File: config.mk
export PLATFORM = sky130hd
export DESIGN_NAME = ps2_rx_core
export DESIGN_NICKNAME = d
export VERILOG_FILES = /design/src/rtl/ps2_rx_core.sv
export SDC_FILE = /design/constraint.sdc
export NUM_CORES = 1
export LEC_CHECK = 0
export ABC_AREA = 1
export CORE_MARGIN = 5
export CORE_UTILIZATION = 60
export DETAILED_ROUTE_END_ITERATION = 10
export PLACE_DENSITY = 0.79
export SKIP_CTS_REPAIR_TIMING = 1
export SLEW_MARGIN = 20
export SYNTH_ARGS = -nofsm -noshare
export SYNTH_HDL_FRONTEND = slang
export SYNTH_SLANG_ARGS = --single-unit
File: constraint.sdc
create_clock -name clk_i -period 3.7 [get_ports clk_i]
set_input_delay 0.555 -clock clk_i [delete_from_list [all_inputs] [get_ports clk_i]]
set_output_delay 0.555 -clock clk_i [all_outputs]
set_load 0.02 [all_outputs]
File: src/rtl/ps2_rx_core.sv
// ps2_rx_core: PS/2 device-to-host receiver.
// The two pad lines are synchronised and deglitched. The receiver then deframes
// 11-bit frames and checks odd parity and the stop bit. Good scan codes are
// buffered in a first-word-fall-through FIFO.
// Ports:
//   clk_i, rst_i          system clock, asynchronous active-high reset
//   en_i                  receiver enable (low holds the deframer idle; FIFO kept)
//   ps2_clk_i, ps2_dat_i  raw asynchronous PS/2 lines
//   rd_i, clr_i           pop head entry / flush FIFO and clear overflow
//   dat_o, vld_o, cnt_o   FIFO head byte (0 when empty), non-empty flag, occupancy
//   par_err_o, frm_err_o  one-cycle pulses for dropped frames
//   ovf_o, irq_o          sticky overflow, interrupt (vld_o | ovf_o)
module ps2_rx_core #(
    parameter int unsigned FIFO_DEPTH  = 8,
    parameter int unsigned FILT_LEN    = 4,
    parameter int unsigned TIMEOUT_CYC = 2400
) (
    input  logic                        clk_i,
    input  logic                        rst_i,
    input  logic                        en_i,
    input  logic                        ps2_clk_i,
    input  logic                        ps2_dat_i,
    input  logic                        rd_i,
    input  logic                        clr_i,
    output logic [7:0]                  dat_o,
    output logic                        vld_o,
    output logic [$clog2(FIFO_DEPTH):0] cnt_o,
    output logic                        par_err_o,
    output logic                        frm_err_o,
    output logic                        ovf_o,
    output logic                        irq_o
);

    localparam int unsigned AW = $clog2(FIFO_DEPTH);
    localparam int unsigned CW = AW + 1;
    localparam int unsigned FW = $clog2(FILT_LEN + 1);
    localparam int unsigned TW = $clog2(TIMEOUT_CYC + 1);

    // Line conditioning: index 0 = PS/2 clock, index 1 = PS/2 data
    logic [1:0]    sync1;
    logic [1:0]    sync2;
    logic [1:0]    filt;
    logic [FW-1:0] fcnt [2];
    logic          clk_q;
    logic          fall_c;
    logic          bit_c;

    // Two-flop synchroniser followed by a run-length filter per line
    always_ff @(posedge clk_i or posedge rst_i) begin
        if (rst_i) begin
            sync1   <= 2'b11;
            sync2   <= 2'b11;
            filt    <= 2'b11;
            fcnt[0] <= '0;
            fcnt[1] <= '0;
            clk_q   <= 1'b1;
        end else begin
            sync1 <= {ps2_dat_i, ps2_clk_i};
            sync2 <= sync1;
            clk_q <= filt[0];
            for (int i = 0; i < 2; i++) begin
                if (sync2[i] == filt[i]) begin
                    fcnt[i] <= '0;
                end else if (fcnt[i] == FW'(FILT_LEN - 1)) begin
                    filt[i] <= sync2[i];
                    fcnt[i] <= '0;
                end else begin
                    fcnt[i] <= fcnt[i] + FW'(1);
                end
            end
        end
    end

    assign fall_c = clk_q & ~filt[0];
    assign bit_c  = filt[1];

    typedef enum logic [1:0] {S_IDLE, S_DATA, S_PAR, S_STOP} state_t;

    state_t        state, state_nx;
    logic [7:0]    shreg, shreg_nx;
    logic [2:0]    bcnt, bcnt_nx;
    logic          par_q, par_nx;
    logic [TW-1:0] tmo, tmo_nx;
    logic          perr_nx, ferr_nx;
    logic          push_c;

    // Deframer next-state; tmo counts cycles since the last fall while mid-frame
    always_comb begin
        state_nx = state;
        shreg_nx = shreg;
        bcnt_nx  = bcnt;
        par_nx   = par_q;
        tmo_nx   = tmo;
        perr_nx  = 1'b0;
        ferr_nx  = 1'b0;
        push_c   = 1'b0;
        if (!en_i) begin
            state_nx = S_IDLE;
            tmo_nx   = '0;
        end else if (state == S_IDLE) begin
            tmo_nx = '0;
            if (fall_c && !bit_c) begin
                state_nx = S_DATA;
                bcnt_nx  = 3'd0;
                tmo_nx   = TW'(1);
            end
        end else if (fall_c) begin
            tmo_nx = TW'(1);
            case (state)
                S_DATA: begin
                    shreg_nx = {bit_c, shreg[7:1]};
                    bcnt_nx  = bcnt + 3'd1;
                    if (bcnt == 3'd7) begin
                        state_nx = S_PAR;
                    end
                end
                S_PAR: begin
                    par_nx   = bit_c;
                    state_nx = S_STOP;
                end
                default: begin
                    // Parity is judged before the stop bit so it wins when both are bad
                    if (^{shreg, par_q} == 1'b0) begin
                        perr_nx = 1'b1;
                    end else if (!bit_c) begin
                        ferr_nx = 1'b1;
                    end else begin
                        push_c = 1'b1;
                    end
                    state_nx = S_IDLE;
                    tmo_nx   = '0;
                end
            endcase
        end else if (tmo == TW'(TIMEOUT_CYC - 1)) begin
            ferr_nx  = 1'b1;
            state_nx = S_IDLE;
            tmo_nx   = '0;
        end else begin
            tmo_nx = tmo + TW'(1);
        end
    end

    always_ff @(posedge clk_i or posedge rst_i) begin
        if (rst_i) begin
            state     <= S_IDLE;
            shreg     <= '0;
            bcnt      <= '0;
            par_q     <= 1'b0;
            tmo       <= '0;
            par_err_o <= 1'b0;
            frm_err_o <= 1'b0;
        end else begin
            state     <= state_nx;
            shreg     <= shreg_nx;
            bcnt      <= bcnt_nx;
            par_q     <= par_nx;
            tmo       <= tmo_nx;
            par_err_o <= perr_nx;
            frm_err_o <= ferr_nx;
        end
    end

    // Scan-code FIFO; head byte is precomputed so dat_o is a plain register
    logic [7:0]    mem [FIFO_DEPTH];
    logic [AW-1:0] wptr, rptr, wptr_nx, rptr_nx;
    logic [CW-1:0] cnt_nx, left_c;
    logic [7:0]    head_nx;
    logic          ovf_nx, pop_c, full_c, wr_c;

    always_comb begin
        pop_c   = rd_i & vld_o;
        full_c  = (cnt_o == CW'(FIFO_DEPTH));
        wr_c    = 1'b0;
        wptr_nx = wptr;
        rptr_nx = rptr;
        cnt_nx  = cnt_o;
        ovf_nx  = ovf_o;
        left_c  = cnt_o - CW'(pop_c);
        if (clr_i) begin
            wptr_nx = '0;
            rptr_nx = '0;
            cnt_nx  = '0;
            ovf_nx  = 1'b0;
        end else begin
            // A full FIFO still accepts a push when it is popped in the same cycle
            wr_c = push_c & (~full_c | pop_c);
            if (wr_c) begin
                wptr_nx = wptr + AW'(1);
            end
            if (pop_c) begin
                rptr_nx = rptr + AW'(1);
            end
            cnt_nx = cnt_o + CW'(wr_c) - CW'(pop_c);
            if (push_c && full_c && !pop_c) begin
                ovf_nx = 1'b1;
            end
        end
        if (cnt_nx == '0) begin
            head_nx = 8'h00;
        end else if (left_c == '0) begin
            head_nx = shreg;
        end else begin
            head_nx = mem[rptr_nx];
        end
    end

    always_ff @(posedge clk_i) begin
        if (wr_c) begin
            mem[wptr] <= shreg;
        end
    end

    always_ff @(posedge clk_i or posedge rst_i) begin
        if (rst_i) begin
            wptr  <= '0;
            rptr  <= '0;
            cnt_o <= '0;
            ovf_o <= 1'b0;
            dat_o <= 8'h00;
            vld_o <= 1'b0;
            irq_o <= 1'b0;
        end else begin
            wptr  <= wptr_nx;
            rptr  <= rptr_nx;
            cnt_o <= cnt_nx;
            ovf_o <= ovf_nx;
            dat_o <= head_nx;
            vld_o <= (cnt_nx != '0);
            irq_o <= (cnt_nx != '0) | ovf_nx;
        end
    end

endmodule

==> flow_results.xml, run 1 <==
<?xml version="1.0" encoding="UTF-8"?>
<metrics>
  <group name="die">
    <metric name="io-pin-count" unit="">24</metric>
    <metric name="placementRows" unit="">35</metric>
    <metric name="floorplan.initialDensity" unit="">0.6198</metric>
    <metric name="core" unit="sq um">9284</metric>
    <metric name="die_y" unit="um">107.9</metric>
    <metric name="die_w" unit="um">107.9</metric>
    <metric name="fp.dieArea" unit="sq um">11650</metric>
  </group>
  <group name="grt">
    <metric name="number_of_antenna_violations_at_the_first_check_in_global_routing" unit="">0</metric>
    <metric name="global_route_wire_length_before_repair" unit="um">19500</metric>
    <metric name="final_global_route_overflow_total" unit="">0</metric>
    <metric name="pin_count_of_the_biggest_net_entering_global_routing" unit="">41</metric>
    <metric name="grt_pass1_vias" unit="">4086</metric>
    <metric name="globalRouteTotalUtil" unit="">0.2160</metric>
  </group>
  <group name="clocking">
    <metric name="insertion_delay" unit="ns">0.51</metric>
    <metric name="numClockSinks" unit="">126</metric>
    <metric name="clock_path_buffers" unit="">2</metric>
    <metric name="tritoncts" unit="">done</metric>
    <metric name="worst_setup_hold_path_clk_slew" unit="ns">0.06</metric>
    <metric name="tritoncts.num_buffers" unit="">17</metric>
    <metric name="cts_h_tree_lvls" unit="">4</metric>
    <metric name="clock_tree.root_cell" unit="">sky130_fd_sc_hd__clkbuf_8</metric>
  </group>
  <group name="sta">
    <metric name="slew_headroom" unit="">0.5193</metric>
    <metric name="max_clock_freq" unit="MHz">298.9</metric>
    <metric name="skew" unit="ns">0.01035</metric>
    <metric name="final_number_of_max_transition_violations" unit="">0</metric>
    <metric name="setup_viol" unit="">0</metric>
    <metric name="fin_crit_share" unit="">0.9041</metric>
    <metric name="max_slew.worst_pin.slew" unit="ns">0.7210</metric>
    <metric name="hold_violations" unit="">0</metric>
    <metric name="setup_ws" unit="ns">0.3547</metric>
    <metric name="hold_ws" unit="ns">0.3550</metric>
    <metric name="layout_min_cycle_time" unit="ns">3.345</metric>
    <metric name="setup_tns" unit="ns">0</metric>
    <metric name="rsz0062_at_grt" unit="">false</metric>
  </group>
  <group name="route">
    <metric name="drt_iter0_markers" unit="">195</metric>
    <metric name="drc" unit="">0</metric>
    <metric name="routed-via-count" unit="">4051</metric>
    <metric name="detail_route.vias_per_cell" unit="">5.316</metric>
    <metric name="total_iterations_of_the_first_detailed_routing_run" unit="">4</metric>
    <metric name="ant_nets" unit="">0</metric>
    <metric name="post_drt_wl_per_cell" unit="um">15.15</metric>
    <metric name="drt_wl_total" unit="um">11540</metric>
  </group>
  <group name="hold_path">
    <metric name="worstHoldStart" unit="">sync1[0]$_DFF_PP1_</metric>
    <metric name="min_path_type" unit="">flop to flop</metric>
    <metric name="worstHoldPathCells" unit="">0</metric>
    <metric name="whs_endpoint" unit="">sync2[0]$_DFF_PP1_</metric>
  </group>
  <group name="placement">
    <metric name="place_hpwl" unit="um">7814</metric>
    <metric name="port_buffers" unit="">23</metric>
    <metric name="gp_weighted_congestion" unit="">0.8508</metric>
    <metric name="post-place-ws" unit="ns">-0.004384</metric>
    <metric name="post_dp_cell_area" unit="sq um">6138</metric>
  </group>
  <group name="synth">
    <metric name="synth-seq-cells" unit="">126</metric>
    <metric name="yosysSeqAreaShare" unit="">0.6051</metric>
    <metric name="synth.cell_area" unit="sq um">5754</metric>
    <metric name="synth_warnings" unit="">0</metric>
    <metric name="synth.lib_cells_used.distinct" unit="">41</metric>
    <metric name="post-synth-top-area-cell" unit="">sky130_fd_sc_hd__edfxtp_1</metric>
    <metric name="synthCells" unit="">580</metric>
    <metric name="synthesis.area_per_instance" unit="sq um">9.921</metric>
    <metric name="synth.top_cells.by_area" unit="">sky130_fd_sc_hd__edfxtp_1, sky130_fd_sc_hd__dfrtp_1, sky130_fd_sc_hd__nand2_1, sky130_fd_sc_hd__nand3_1, sky130_fd_sc_hd__inv_1</metric>
    <metric name="yosysTopAreaCellShare" unit="">0.3340</metric>
    <metric name="synth_top_flop_cell" unit="">sky130_fd_sc_hd__edfxtp_1</metric>
    <metric name="synthArstFlopShare" unit="">0.4921</metric>
    <metric name="synth.net_count" unit="">604</metric>
    <metric name="edff_count_synth" unit="">64</metric>
  </group>
  <group name="job">
    <metric name="maxcap_viol_count" unit="">0</metric>
  </group>
  <group name="pwr">
    <metric name="max-vdd-ir-drop" unit="uV">417.6</metric>
    <metric name="total_leakage_power" unit="nW">3.011</metric>
    <metric name="cellPowerDensity" unit="nW/um^2">688.6</metric>
  </group>
  <group name="final_layout">
    <metric name="utilization" unit="">0.7261</metric>
    <metric name="layout.cells.most_common" unit="">sky130_fd_sc_hd__nand2_1</metric>
    <metric name="antennaDiodeCount" unit="">0</metric>
    <metric name="multiInputGateArea" unit="sq um">1932</metric>
    <metric name="num-fill-cells" unit="">659</metric>
    <metric name="final-seq-area" unit="sq um">3482</metric>
    <metric name="final_cell_mix" unit="">sky130_fd_sc_hd__nand2_1, sky130_fd_sc_hd__nand3_1, sky130_fd_sc_hd__edfxtp_1, sky130_fd_sc_hd__inv_1, sky130_fd_sc_hd__dfrtp_1</metric>
    <metric name="post_route_cells_drive_above_1_share" unit="">0.1106</metric>
    <metric name="layout-area-overhead-vs-synth" unit="%">17.16</metric>
    <metric name="fin_nets" unit="">644</metric>
    <metric name="finish.instance_area" unit="sq um">6741</metric>
  </group>
  <group name="worst_setup_path">
    <metric name="crit_path_kind" unit="">flop to flop</metric>
    <metric name="regToRegEndpoint" unit="">dat_o[3]$_DFF_PP0_</metric>
    <metric name="critPathMaxFanout" unit="">9</metric>
    <metric name="critical_path.endpoint_type" unit="">flop</metric>
    <metric name="reg2reg_slack" unit="ns">0.35</metric>
    <metric name="critical_path_arrival" unit="ns">3.79</metric>
    <metric name="timing.reg2reg.worst_path_depth" unit="">20</metric>
    <metric name="timing.critical_path.from_type" unit="">flop</metric>
    <metric name="worstPathRequired" unit="ns">4.15</metric>
    <metric name="r2r-start" unit="">state[0]$_DFFE_PP0P_</metric>
  </group>
  <group name="run_status">
    <metric name="outcome" unit="">completed</metric>
  </group>
</metrics>
-- report_power, final --
| part | internal [mW] | total, mW | switching (mW) |
|---|---|---|---|
| combinational | 0.442 | 1.23 | 0.784 |
| sequential | 1.63 | 1.73 | 0.101 |
| clock | 1.10 | 1.68 | 0.578 |
-- worst max-delay path, stage by stage, from the launching register on --
cell and delay [ns]:
sky130_fd_sc_hd__dfrtp_1 0.38, sky130_fd_sc_hd__inv_1 0.07, sky130_fd_sc_hd__ha_1 0.25, sky130_fd_sc_hd__or2_4 0.31, sky130_fd_sc_hd__nor2_8 0.13, sky130_fd_sc_hd__nand2_4 0.08, sky130_fd_sc_hd__nor2_8 0.13, sky130_fd_sc_hd__nand3_2 0.12
sky130_fd_sc_hd__nor2_4 0.13, sky130_fd_sc_hd__nand2_1 0.06, sky130_fd_sc_hd__nand2_1 0.06, sky130_fd_sc_hd__ha_1 0.15, sky130_fd_sc_hd__inv_1 0.05, sky130_fd_sc_hd__fa_1 0.43, sky130_fd_sc_hd__nor2_1 0.16, sky130_fd_sc_hd__nor3_1 0.09
sky130_fd_sc_hd__nand2_1 0.11, sky130_fd_sc_hd__clkinv_1 0.25, sky130_fd_sc_hd__nor2_1 0.18, sky130_fd_sc_hd__nand2_1 0.07, sky130_fd_sc_hd__inv_1 0.05
-- worst max path at each step --
stage,start,end,slack (ns),cells past startpoint
floorplan,state[0]$_DFFE_PP0P_,dat_o[0]$_DFF_PP0_,0.82,21
global placement,en_i,dat_o[4]$_DFF_PP0_,0.20,20
detailed placement,en_i,dat_o[3]$_DFF_PP0_,-0.004,20
CTS,state[0]$_DFFE_PP0P_,dat_o[3]$_DFF_PP0_,0.36,20
global route,shreg[4]$_DFFE_PP0P_,dat_o[2]$_DFF_PP0_,0.02,22
finish,state[0]$_DFFE_PP0P_,dat_o[3]$_DFF_PP0_,0.35,20
-- metrics by stage --
stage,std cells,total power [mW]
finish,762,4.642
global route,762,4.893
CTS,762,4.668
detailed placement,730,2.974
global placement,730,2.904
floorplan,580,2.603
-- registers in the layout (all words and copies together) (netlist names), 3 cells and up --
| name | count |
|---|---|
| rptr | 3 |
| tmo | 12 |
| dat_o | 8 |
| fcnt | 6 |
| shreg | 8 |
| wptr | 3 |
| mem | 64 |
| cnt_o | 4 |
| bcnt | 3 |
-- Yosys cell counts, types with 4 or more instances --
| library cell | number |
|---|---|
| sky130_fd_sc_hd__ha_1 | 16 |
| sky130_fd_sc_hd__a21oi_1 | 9 |
| sky130_fd_sc_hd__buf_4 | 6 |
| sky130_fd_sc_hd__nor3_1 | 17 |
| sky130_fd_sc_hd__inv_1 | 61 |
| sky130_fd_sc_hd__nor2_1 | 41 |
| sky130_fd_sc_hd__dfstp_2 | 7 |
| sky130_fd_sc_hd__xnor2_1 | 4 |
| sky130_fd_sc_hd__nand2_1 | 155 |
| sky130_fd_sc_hd__nand3_1 | 75 |
| sky130_fd_sc_hd__dfrtp_1 | 55 |
| sky130_fd_sc_hd__nand2_2 | 6 |
| sky130_fd_sc_hd__edfxtp_1 | 64 |
| sky130_fd_sc_hd__o21ai_0 | 20 |
-- cell families after synthesis --
kind of cell	share of synthesized area
AND/OR/NAND/NOR	0.2457
flip-flops	0.6051
buffers and inverters	0.05914
AO/OA/AOI/OAI	0.03936
adder cells (fa/ha/maj)	0.03827
XOR/XNOR	0.01065
multiplexers	0.001740
-- layout make-up --
cell class / instances / area share
multi-input combinational: 375 / 0.2866
sequential: 126 / 0.5165
tap: 129 / 0.02394
inverter: 66 / 0.03712
timing repair buffer: 34 / 0.04640
clock buffer: 20 / 0.06459
clock inverter: 12 / 0.02487
-- per-layer routing --
| layer | global-route usage | up-vias | wire length [um] |
|---|---|---|---|
| met1 | 0.2701 | 1932 | 4771 |
| met2 | 0.3828 | 98 | 6026 |
| met3 | 0.03582 | 18 | 533 |
| li1 | - | 2003 | - |
| met5 | 0 | - | 0 |
| met4 | 0.07214 | 0 | 212 |
Note: power is estimated with default switching activity, not from simulation.
==> run 2: changes to the inputs <==
--- a/config.mk
+++ b/config.mk
@@ -6,6 +6,7 @@
 export NUM_CORES = 1
 export LEC_CHECK = 0
 export ABC_AREA = 1
+export CORE_ASPECT_RATIO = 0.6
 export CORE_MARGIN = 5
 export CORE_UTILIZATION = 60
 export DETAILED_ROUTE_END_ITERATION = 10
==> run 2 against run 1 <==
Routed wire length is 5.1% higher. Fmax is 1.1% lower. Register-to-register slack worse by 0.04 ns. Design area is 0.48% lower. Die area is 0.55% higher. Largest power group unchanged.
==> flow_results.xml, run 2 (synthesized netlist as in run 1, its figures left out) <==
<?xml version="1.0" encoding="UTF-8"?>
<metrics>
  <group name="run_status">
    <metric name="outcome" unit="">completed</metric>
  </group>
  <group name="sta">
    <metric name="setup_tns" unit="ns">0</metric>
    <metric name="fin_crit_share" unit="">0.9140</metric>
    <metric name="setup_viol" unit="">0</metric>
    <metric name="rsz0062_at_grt" unit="">false</metric>
    <metric name="max_slew.worst_pin.slew" unit="ns">0.8836</metric>
    <metric name="hold_violations" unit="">0</metric>
    <metric name="final_number_of_max_transition_violations" unit="">0</metric>
    <metric name="layout_min_cycle_time" unit="ns">3.382</metric>
    <metric name="skew" unit="ns">0.007377</metric>
    <metric name="max_clock_freq" unit="MHz">295.7</metric>
    <metric name="slew_headroom" unit="">0.4103</metric>
  </group>
  <group name="worst_setup_path">
    <metric name="timing.critical_path.from_type" unit="">flop</metric>
    <metric name="crit_path_cell_trace" unit="">inv_1 -&gt; ha_1 -&gt; or2_4 -&gt; nor2_8 -&gt; nand2_4 -&gt; nor2_8 -&gt; nand3_2 -&gt; nor2_4 -&gt; nand2_1 -&gt; nand2_1 -&gt; ha_1 -&gt; inv_1 -&gt; fa_1 -&gt; a21oi_1 -&gt; nor3_1 -&gt; nand2_1 -&gt; clkinv_1 -&gt; nor2_1 -&gt; nand2_1 -&gt; inv_1</metric>
    <metric name="critical_path.top_delay_family" unit="">simple AND/OR/NAND/NOR gates</metric>
    <metric name="worstPathRequired" unit="ns">4.05</metric>
    <metric name="critical_path.endpoint_type" unit="">flop</metric>
    <metric name="timing.reg2reg.worst_path_depth" unit="">20</metric>
    <metric name="worst_path_most_repeated_cell" unit="">sky130_fd_sc_hd__nand2_1</metric>
    <metric name="worst_path_largest_cell_delay" unit="ns">0.38</metric>
    <metric name="crit_path_kind" unit="">flop to flop</metric>
    <metric name="r2r-start" unit="">state[0]$_DFFE_PP0P_</metric>
    <metric name="critPathMaxFanout" unit="">9</metric>
    <metric name="critical_path_buf_inv_count" unit="">4</metric>
    <metric name="critical-path-slowest-cell" unit="">sky130_fd_sc_hd__fa_1</metric>
    <metric name="critical_path_arrival" unit="ns">3.73</metric>
    <metric name="reg2reg_slack" unit="ns">0.32</metric>
    <metric name="regToRegEndpoint" unit="">dat_o[2]$_DFF_PP0_</metric>
  </group>
  <group name="clocking">
    <metric name="numClockSinks" unit="">126</metric>
    <metric name="cts_h_tree_lvls" unit="">4</metric>
    <metric name="clock_path_buffers" unit="">2</metric>
    <metric name="clock_tree.root_cell" unit="">sky130_fd_sc_hd__clkbuf_16</metric>
    <metric name="tritoncts.num_buffers" unit="">17</metric>
    <metric name="tritoncts" unit="">done</metric>
    <metric name="insertion_delay" unit="ns">0.41</metric>
    <metric name="worst_setup_hold_path_clk_slew" unit="ns">0.05</metric>
  </group>
  <group name="grt">
    <metric name="number_of_antenna_violations_at_the_first_check_in_global_routing" unit="">0</metric>
    <metric name="global_route_wire_length_before_repair" unit="um">20330</metric>
    <metric name="pin_count_of_the_biggest_net_entering_global_routing" unit="">51</metric>
    <metric name="grt_pass1_vias" unit="">4073</metric>
    <metric name="final_global_route_overflow_total" unit="">0</metric>
    <metric name="globalRouteTotalUtil" unit="">0.2286</metric>
  </group>
  <group name="hold_path">
    <metric name="whs_endpoint" unit="">sync2[0]$_DFF_PP1_</metric>
    <metric name="worstHoldPathCells" unit="">0</metric>
    <metric name="worstHoldStart" unit="">sync1[0]$_DFF_PP1_</metric>
    <metric name="min_path_type" unit="">flop to flop</metric>
  </group>
  <group name="die">
    <metric name="io-pin-count" unit="">24</metric>
    <metric name="placementRows" unit="">27</metric>
    <metric name="die_y" unit="um">85.86</metric>
    <metric name="floorplan.initialDensity" unit="">0.6217</metric>
    <metric name="core" unit="sq um">9256</metric>
    <metric name="die_w" unit="um">136.4</metric>
    <metric name="fp.dieArea" unit="sq um">11710</metric>
  </group>
  <group name="final_layout">
    <metric name="instances_no_fill" unit="">768</metric>
    <metric name="post_route_cells_drive_above_1_share" unit="">0.1238</metric>
    <metric name="largest_register" unit="">mem</metric>
    <metric name="final_cell_mix" unit="">sky130_fd_sc_hd__nand2_1, sky130_fd_sc_hd__nand3_1, sky130_fd_sc_hd__edfxtp_1, sky130_fd_sc_hd__inv_1, sky130_fd_sc_hd__dfrtp_1</metric>
    <metric name="number_of_flip_flops_under_the_largest_register_name" unit="">64</metric>
    <metric name="fin_nets" unit="">649</metric>
    <metric name="antennaDiodeCount" unit="">0</metric>
    <metric name="layout.cells.most_common" unit="">sky130_fd_sc_hd__nand2_1</metric>
    <metric name="layout-area-overhead-vs-synth" unit="%">16.59</metric>
    <metric name="top_regs" unit="">mem: 64 flops, tmo: 12 flops</metric>
  </group>
  <group name="pwr">
    <metric name="max-vdd-ir-drop" unit="uV">407.9</metric>
    <metric name="cellPowerDensity" unit="nW/um^2">661.9</metric>
    <metric name="total_leakage_power" unit="nW">3.014</metric>
  </group>
  <group name="placement">
    <metric name="place.detailed.instances" unit="">736</metric>
    <metric name="port_buffers" unit="">23</metric>
    <metric name="gp_weighted_congestion" unit="">0.8422</metric>
    <metric name="place_hpwl" unit="um">8222</metric>
  </group>
  <group name="route">
    <metric name="drt_wl_total" unit="um">12130</metric>
    <metric name="drc" unit="">0</metric>
    <metric name="ant_nets" unit="">0</metric>
    <metric name="total_iterations_of_the_first_detailed_routing_run" unit="">5</metric>
    <metric name="routed-via-count" unit="">4198</metric>
    <metric name="detail_route.vias_per_cell" unit="">5.466</metric>
    <metric name="drt_iter0_markers" unit="">405</metric>
    <metric name="post_drt_wl_per_cell" unit="um">15.80</metric>
  </group>
  <group name="job">
    <metric name="maxcap_viol_count" unit="">0</metric>
  </group>
</metrics>
[run 2: cell types whose count changed in the layout (fill, tap and decap cells not counted)]
cell,previous run,this run
sky130_fd_sc_hd__inv_2,4,3
sky130_fd_sc_hd__clkinvlp_4,2,0
sky130_fd_sc_hd__dfrtp_2,0,2
sky130_fd_sc_hd__dfrtp_1,55,53
sky130_fd_sc_hd__clkinv_1,2,1
sky130_fd_sc_hd__clkinv_4,1,3
sky130_fd_sc_hd__buf_4,11,16
sky130_fd_sc_hd__bufinv_16,4,0
sky130_fd_sc_hd__clkbuf_1,2,1
sky130_fd_sc_hd__clkbuf_16,16,17
sky130_fd_sc_hd__clkinv_2,4,10
[run 2: worst max-delay path by stage]
stage	startpoint	endpoint	slack, ns	depth (start not counted)
floorplan	state[0]$_DFFE_PP0P_	dat_o[0]$_DFF_PP0_	0.82	21
global placement	en_i	dat_o[1]$_DFF_PP0_	0.18	20
global route	shreg[3]$_DFFE_PP0P_	dat_o[1]$_DFF_PP0_	0.008	22
finish	state[0]$_DFFE_PP0P_	dat_o[2]$_DFF_PP0_	0.32	20
detailed placement	en_i	dat_o[2]$_DFF_PP0_	0.007	20
CTS	state[0]$_DFFE_PP0P_	dat_o[2]$_DFF_PP0_	0.34	20
[run 2: report_power, final]
| group | leakage (nW) | switching [mW] | total (mW) | internal, mW |
|---|---|---|---|---|
| combinational | 1.31 | 0.796 | 1.24 | 0.441 |
| sequential | 1.43 | 0.107 | 1.74 | 1.63 |
| clock | 0.273 | 0.582 | 1.46 | 0.880 |
[run 2: layer usage]
layer | routed length, um | global-route usage | up-vias
li1 | - | - | 2003
met1 | 5511 | 0.3336 | 1998
met2 | 5314 | 0.3287 | 183
met3 | 1180 | 0.06858 | 14
met4 | 125 | 0.07685 | 0
met5 | 0 | 0 | -
[run 2: area by class of cell]
type | count | area (sq um)
timing repair buffer | 39 | 350.3
fill | 657 | 2547
multi-input combinational | 375 | 1932
clock inverter | 12 | 71.32
inverter | 66 | 251.5
tap | 130 | 162.7
sequential | 126 | 3485
clock buffer | 20 | 456.7
[run 2: worst register-to-register path, delay by kind of cell, from the launching register on]
kind | cells | cell delay [ns]
adder cells (fa/ha/maj) | 3 | 0.82
buffers and inverters | 4 | 0.46
flip-flops | 1 | 0.37
AND/OR/NAND/NOR | 12 | 1.44
AO/OA/AOI/OAI | 1 | 0.23
[run 2: per-stage QoR]
stage            util  hold WS [ns]  instance area, sq um  setup slack, ns  total power [mW]
4_1_cts        0.7244        0.3560                  6705           0.3411             4.453
3_3_place_gp   0.6673        0.3464                  6177           0.1757             2.932
3_5_place_dp   0.6673        0.3482                  6177         0.006534             2.986
5_1_grt        0.7248        0.3626                  6709         0.007748             4.696
2_1_floorplan       -        0.3452                  5754           0.8161             2.603
6_report       0.7248        0.3540                  6709           0.3183             4.440
==> run 3: changes to the inputs <==
--- a/config.mk
+++ b/config.mk
@@ -8,9 +8,9 @@
 export ABC_AREA = 1
 export CORE_ASPECT_RATIO = 0.6
 export CORE_MARGIN = 5
-export CORE_UTILIZATION = 60
+export CORE_UTILIZATION = 50
 export DETAILED_ROUTE_END_ITERATION = 10
-export PLACE_DENSITY = 0.79
+export PLACE_DENSITY = 0.68
 export SKIP_CTS_REPAIR_TIMING = 1
 export SLEW_MARGIN = 20
 export SYNTH_ARGS = -nofsm -noshare
==> run 3 against run 2 <==
Worst hold slack improved by 0.0024 ns. Routed wire length rose by 0.99%. Design area rose by 1.4%. Power rose by 5.5%. Via count fell by 3.0%. Highest routed layer unchanged. Critical endpoint is now dat_o[6]$_DFF_PP0_. Global-route usage fell by 3.7 points. Register-to-register slack barely moved. Largest power group unchanged. Sequential power barely moved. Count of clock-buffer cells in the layout fell by 1.
==> flow_results.xml, run 3 (synthesized netlist as in run 1, its figures left out) <==
<?xml version="1.0" encoding="UTF-8"?>
<metrics>
  <group name="grt">
    <metric name="final_global_route_overflow_total" unit="">0</metric>
    <metric name="grt_pass1_vias" unit="">3850</metric>
    <metric name="pin_count_of_the_biggest_net_entering_global_routing" unit="">53</metric>
    <metric name="global_route_wire_length_before_repair" unit="um">20420</metric>
    <metric name="number_of_antenna_violations_at_the_first_check_in_global_routing" unit="">0</metric>
    <metric name="globalRouteTotalUtil" unit="">0.1918</metric>
  </group>
  <group name="route">
    <metric name="routed-via-count" unit="">4073</metric>
    <metric name="post_drt_wl_per_cell" unit="um">15.71</metric>
    <metric name="total_iterations_of_the_first_detailed_routing_run" unit="">7</metric>
    <metric name="drc" unit="">0</metric>
    <metric name="ant_nets" unit="">0</metric>
    <metric name="drt_wl_total" unit="um">12250</metric>
    <metric name="detail_route.vias_per_cell" unit="">5.222</metric>
    <metric name="drt_iter0_markers" unit="">349</metric>
  </group>
  <group name="run_status">
    <metric name="outcome" unit="">completed</metric>
  </group>
  <group name="worst_setup_path">
    <metric name="crit_path_kind" unit="">flop to flop</metric>
    <metric name="critical-path-slowest-cell" unit="">sky130_fd_sc_hd__dfrtp_1</metric>
    <metric name="worst_path_largest_cell_delay" unit="ns">0.38</metric>
    <metric name="crit_path_cell_trace" unit="">inv_1 -&gt; ha_1 -&gt; or2_4 -&gt; nor2_8 -&gt; nand2_4 -&gt; nor2_8 -&gt; nand3_2 -&gt; nor2_4 -&gt; nand2_1 -&gt; nand2_1 -&gt; ha_1 -&gt; inv_1 -&gt; fa_1 -&gt; a21oi_1 -&gt; nor3_1 -&gt; nand2_1 -&gt; clkinv_1 -&gt; nor2_1 -&gt; nand2_1 -&gt; inv_1</metric>
    <metric name="worstPathRequired" unit="ns">4.05</metric>
    <metric name="critical_path.top_delay_family" unit="">simple AND/OR/NAND/NOR gates</metric>
    <metric name="timing.critical_path.from_type" unit="">flop</metric>
    <metric name="worst_path_most_repeated_cell" unit="">sky130_fd_sc_hd__nand2_1</metric>
    <metric name="critical_path_buf_inv_count" unit="">4</metric>
    <metric name="critical_path_arrival" unit="ns">3.75</metric>
    <metric name="critical_path.endpoint_type" unit="">flop</metric>
    <metric name="critPathMaxFanout" unit="">9</metric>
  </group>
  <group name="die">
    <metric name="placementRows" unit="">30</metric>
    <metric name="floorplan.initialDensity" unit="">0.5110</metric>
    <metric name="core" unit="sq um">11260</metric>
    <metric name="die_w" unit="um">148.5</metric>
    <metric name="io-pin-count" unit="">24</metric>
    <metric name="die_y" unit="um">93.10</metric>
    <metric name="fp.dieArea" unit="sq um">13820</metric>
  </group>
  <group name="sta">
    <metric name="setup_ws" unit="ns">0.3065</metric>
    <metric name="max_slew.worst_pin.slew" unit="ns">0.7493</metric>
    <metric name="max_clock_freq" unit="MHz">294.7</metric>
    <metric name="fin_crit_share" unit="">0.9172</metric>
    <metric name="final_number_of_max_transition_violations" unit="">0</metric>
    <metric name="hold_violations" unit="">0</metric>
    <metric name="skew" unit="ns">0.009373</metric>
    <metric name="setup_viol" unit="">0</metric>
    <metric name="layout_min_cycle_time" unit="ns">3.394</metric>
    <metric name="rsz0062_at_grt" unit="">false</metric>
    <metric name="setup_tns" unit="ns">0</metric>
    <metric name="slew_headroom" unit="">0.5005</metric>
  </group>
  <group name="final_layout">
    <metric name="number_of_flip_flops_under_the_largest_register_name" unit="">64</metric>
    <metric name="antennaDiodeCount" unit="">0</metric>
    <metric name="final_cell_mix" unit="">sky130_fd_sc_hd__nand2_1, sky130_fd_sc_hd__nand3_1, sky130_fd_sc_hd__edfxtp_1, sky130_fd_sc_hd__inv_1, sky130_fd_sc_hd__dfrtp_1</metric>
    <metric name="post_route_cells_drive_above_1_share" unit="">0.1242</metric>
    <metric name="fin_nets" unit="">647</metric>
    <metric name="num-fill-cells" unit="">926</metric>
    <metric name="layout-area-overhead-vs-synth" unit="%">18.26</metric>
    <metric name="finish.instance_area" unit="sq um">6805</metric>
    <metric name="largest_register" unit="">mem</metric>
    <metric name="top_regs" unit="">mem: 64 flops, tmo: 12 flops</metric>
    <metric name="layout.cells.most_common" unit="">sky130_fd_sc_hd__nand2_1</metric>
  </group>
  <group name="clocking">
    <metric name="tritoncts.num_buffers" unit="">17</metric>
    <metric name="numClockSinks" unit="">126</metric>
    <metric name="cts_h_tree_lvls" unit="">4</metric>
    <metric name="clock_tree.root_cell" unit="">sky130_fd_sc_hd__clkbuf_16</metric>
    <metric name="insertion_delay" unit="ns">0.42</metric>
    <metric name="worst_setup_hold_path_clk_slew" unit="ns">0.06</metric>
    <metric name="clock_path_buffers" unit="">2</metric>
    <metric name="tritoncts" unit="">done</metric>
  </group>
  <group name="placement">
    <metric name="place_hpwl" unit="um">8219</metric>
    <metric name="port_buffers" unit="">23</metric>
    <metric name="post-place-ws" unit="ns">0.04597</metric>
    <metric name="post_dp_cell_area" unit="sq um">6172</metric>
    <metric name="gp_weighted_congestion" unit="">0.8092</metric>
  </group>
  <group name="pwr">
    <metric name="cellPowerDensity" unit="nW/um^2">688.6</metric>
    <metric name="max-vdd-ir-drop" unit="uV">325.3</metric>
    <metric name="total_leakage_power" unit="nW">3.022</metric>
  </group>
  <group name="hold_path">
    <metric name="min_path_type" unit="">flop to flop</metric>
  </group>
  <group name="job">
    <metric name="maxcap_viol_count" unit="">0</metric>
  </group>
</metrics>
==> run 3: cell types whose count changed in the layout (fill, tap and decap cells not counted) <==
| cell | previous run | this run |
|---|---|---|
| sky130_fd_sc_hd__buf_4 | 16 | 13 |
| sky130_fd_sc_hd__clkinv_1 | 1 | 2 |
| sky130_fd_sc_hd__buf_12 | 0 | 1 |
| sky130_fd_sc_hd__clkbuf_8 | 2 | 1 |
| sky130_fd_sc_hd__clkinvlp_4 | 0 | 2 |
| sky130_fd_sc_hd__inv_6 | 0 | 3 |
| sky130_fd_sc_hd__clkinv_2 | 10 | 3 |
| sky130_fd_sc_hd__dfrtp_1 | 53 | 50 |
| sky130_fd_sc_hd__bufinv_16 | 0 | 3 |
| sky130_fd_sc_hd__clkinv_4 | 3 | 2 |
| sky130_fd_sc_hd__dfrtp_2 | 2 | 5 |
==> run 3: layout make-up <==
class	instances	area, sq um	share of cell area
inverter	66	251.5	0.03696
multi-input combinational	375	1932	0.2839
sequential	126	3488	0.5126
timing repair buffer	37	347.8	0.05111
clock inverter	13	162.7	0.02390
clock buffer	19	442.9	0.06509
tap	144	180.2	0.02648
==> run 3: through the flow <==
step,utilization,hold WS [ns],instances,power (mW)
2_1_floorplan,-,0.3452,580,2.603
3_3_place_gp,0.5481,0.3462,747,2.953
3_5_place_dp,0.5481,0.3495,747,2.993
4_1_cts,0.6019,0.3575,779,4.703
5_1_grt,0.6043,0.3665,780,4.955
6_report,0.6043,0.3564,780,4.686
==> run 3: worst register-to-register path, cell delays in order (launching register included) <==
cell,delay (ns)
sky130_fd_sc_hd__dfrtp_1,0.38
sky130_fd_sc_hd__inv_1,0.09
sky130_fd_sc_hd__ha_1,0.25
sky130_fd_sc_hd__or2_4,0.31
sky130_fd_sc_hd__nor2_8,0.10
sky130_fd_sc_hd__nand2_4,0.07
sky130_fd_sc_hd__nor2_8,0.12
sky130_fd_sc_hd__nand3_2,0.14
sky130_fd_sc_hd__nor2_4,0.15
sky130_fd_sc_hd__nand2_1,0.06
sky130_fd_sc_hd__nand2_1,0.06
sky130_fd_sc_hd__ha_1,0.15
sky130_fd_sc_hd__inv_1,0.05
sky130_fd_sc_hd__fa_1,0.38
sky130_fd_sc_hd__a21oi_1,0.22
sky130_fd_sc_hd__nor3_1,0.08
sky130_fd_sc_hd__nand2_1,0.09
sky130_fd_sc_hd__clkinv_1,0.28
sky130_fd_sc_hd__nor2_1,0.22
sky130_fd_sc_hd__nand2_1,0.08
sky130_fd_sc_hd__inv_1,0.06
==> run 3: layer usage <==
layer | GRT usage | part of all wire | vias up
met3 | 0.04939 | 0.071 | 18
li1 | - | - | 2009
met2 | 0.2652 | 0.42 | 151
met1 | 0.2919 | 0.50 | 1895
met4 | 0.06533 | 0.014 | 0
met5 | 0 | 0 | -
==> run 3: worst paths after layout <==
| check | from | to | slack [ns] | depth (start not counted) |
|---|---|---|---|---|
| max in group asynchronous | rst_i | shreg[3]$_DFFE_PP0P_ | 2.53 | 4 |
| worst max register to register | state[1]$_DFFE_PP0P_ | dat_o[6]$_DFF_PP0_ | 0.31 | 20 |
| min in group asynchronous | rst_i | dat_o[7]$_DFF_PP0_ | 0.44 | 2 |
| worst min-delay path | sync1[0]$_DFF_PP1_ | sync2[0]$_DFF_PP1_ | 0.36 | 0 |
| worst min register to register | sync1[0]$_DFF_PP1_ | sync2[0]$_DFF_PP1_ | 0.36 | 0 |
| worst max-delay path | state[1]$_DFFE_PP0P_ | dat_o[6]$_DFF_PP0_ | 0.31 | 20 |
==> run 3: power by group <==
part           switching [mW]  leakage (nW)  internal, mW
logic                   0.807          1.31         0.447
registers               0.104          1.42          1.63
clock network           0.618         0.292          1.08
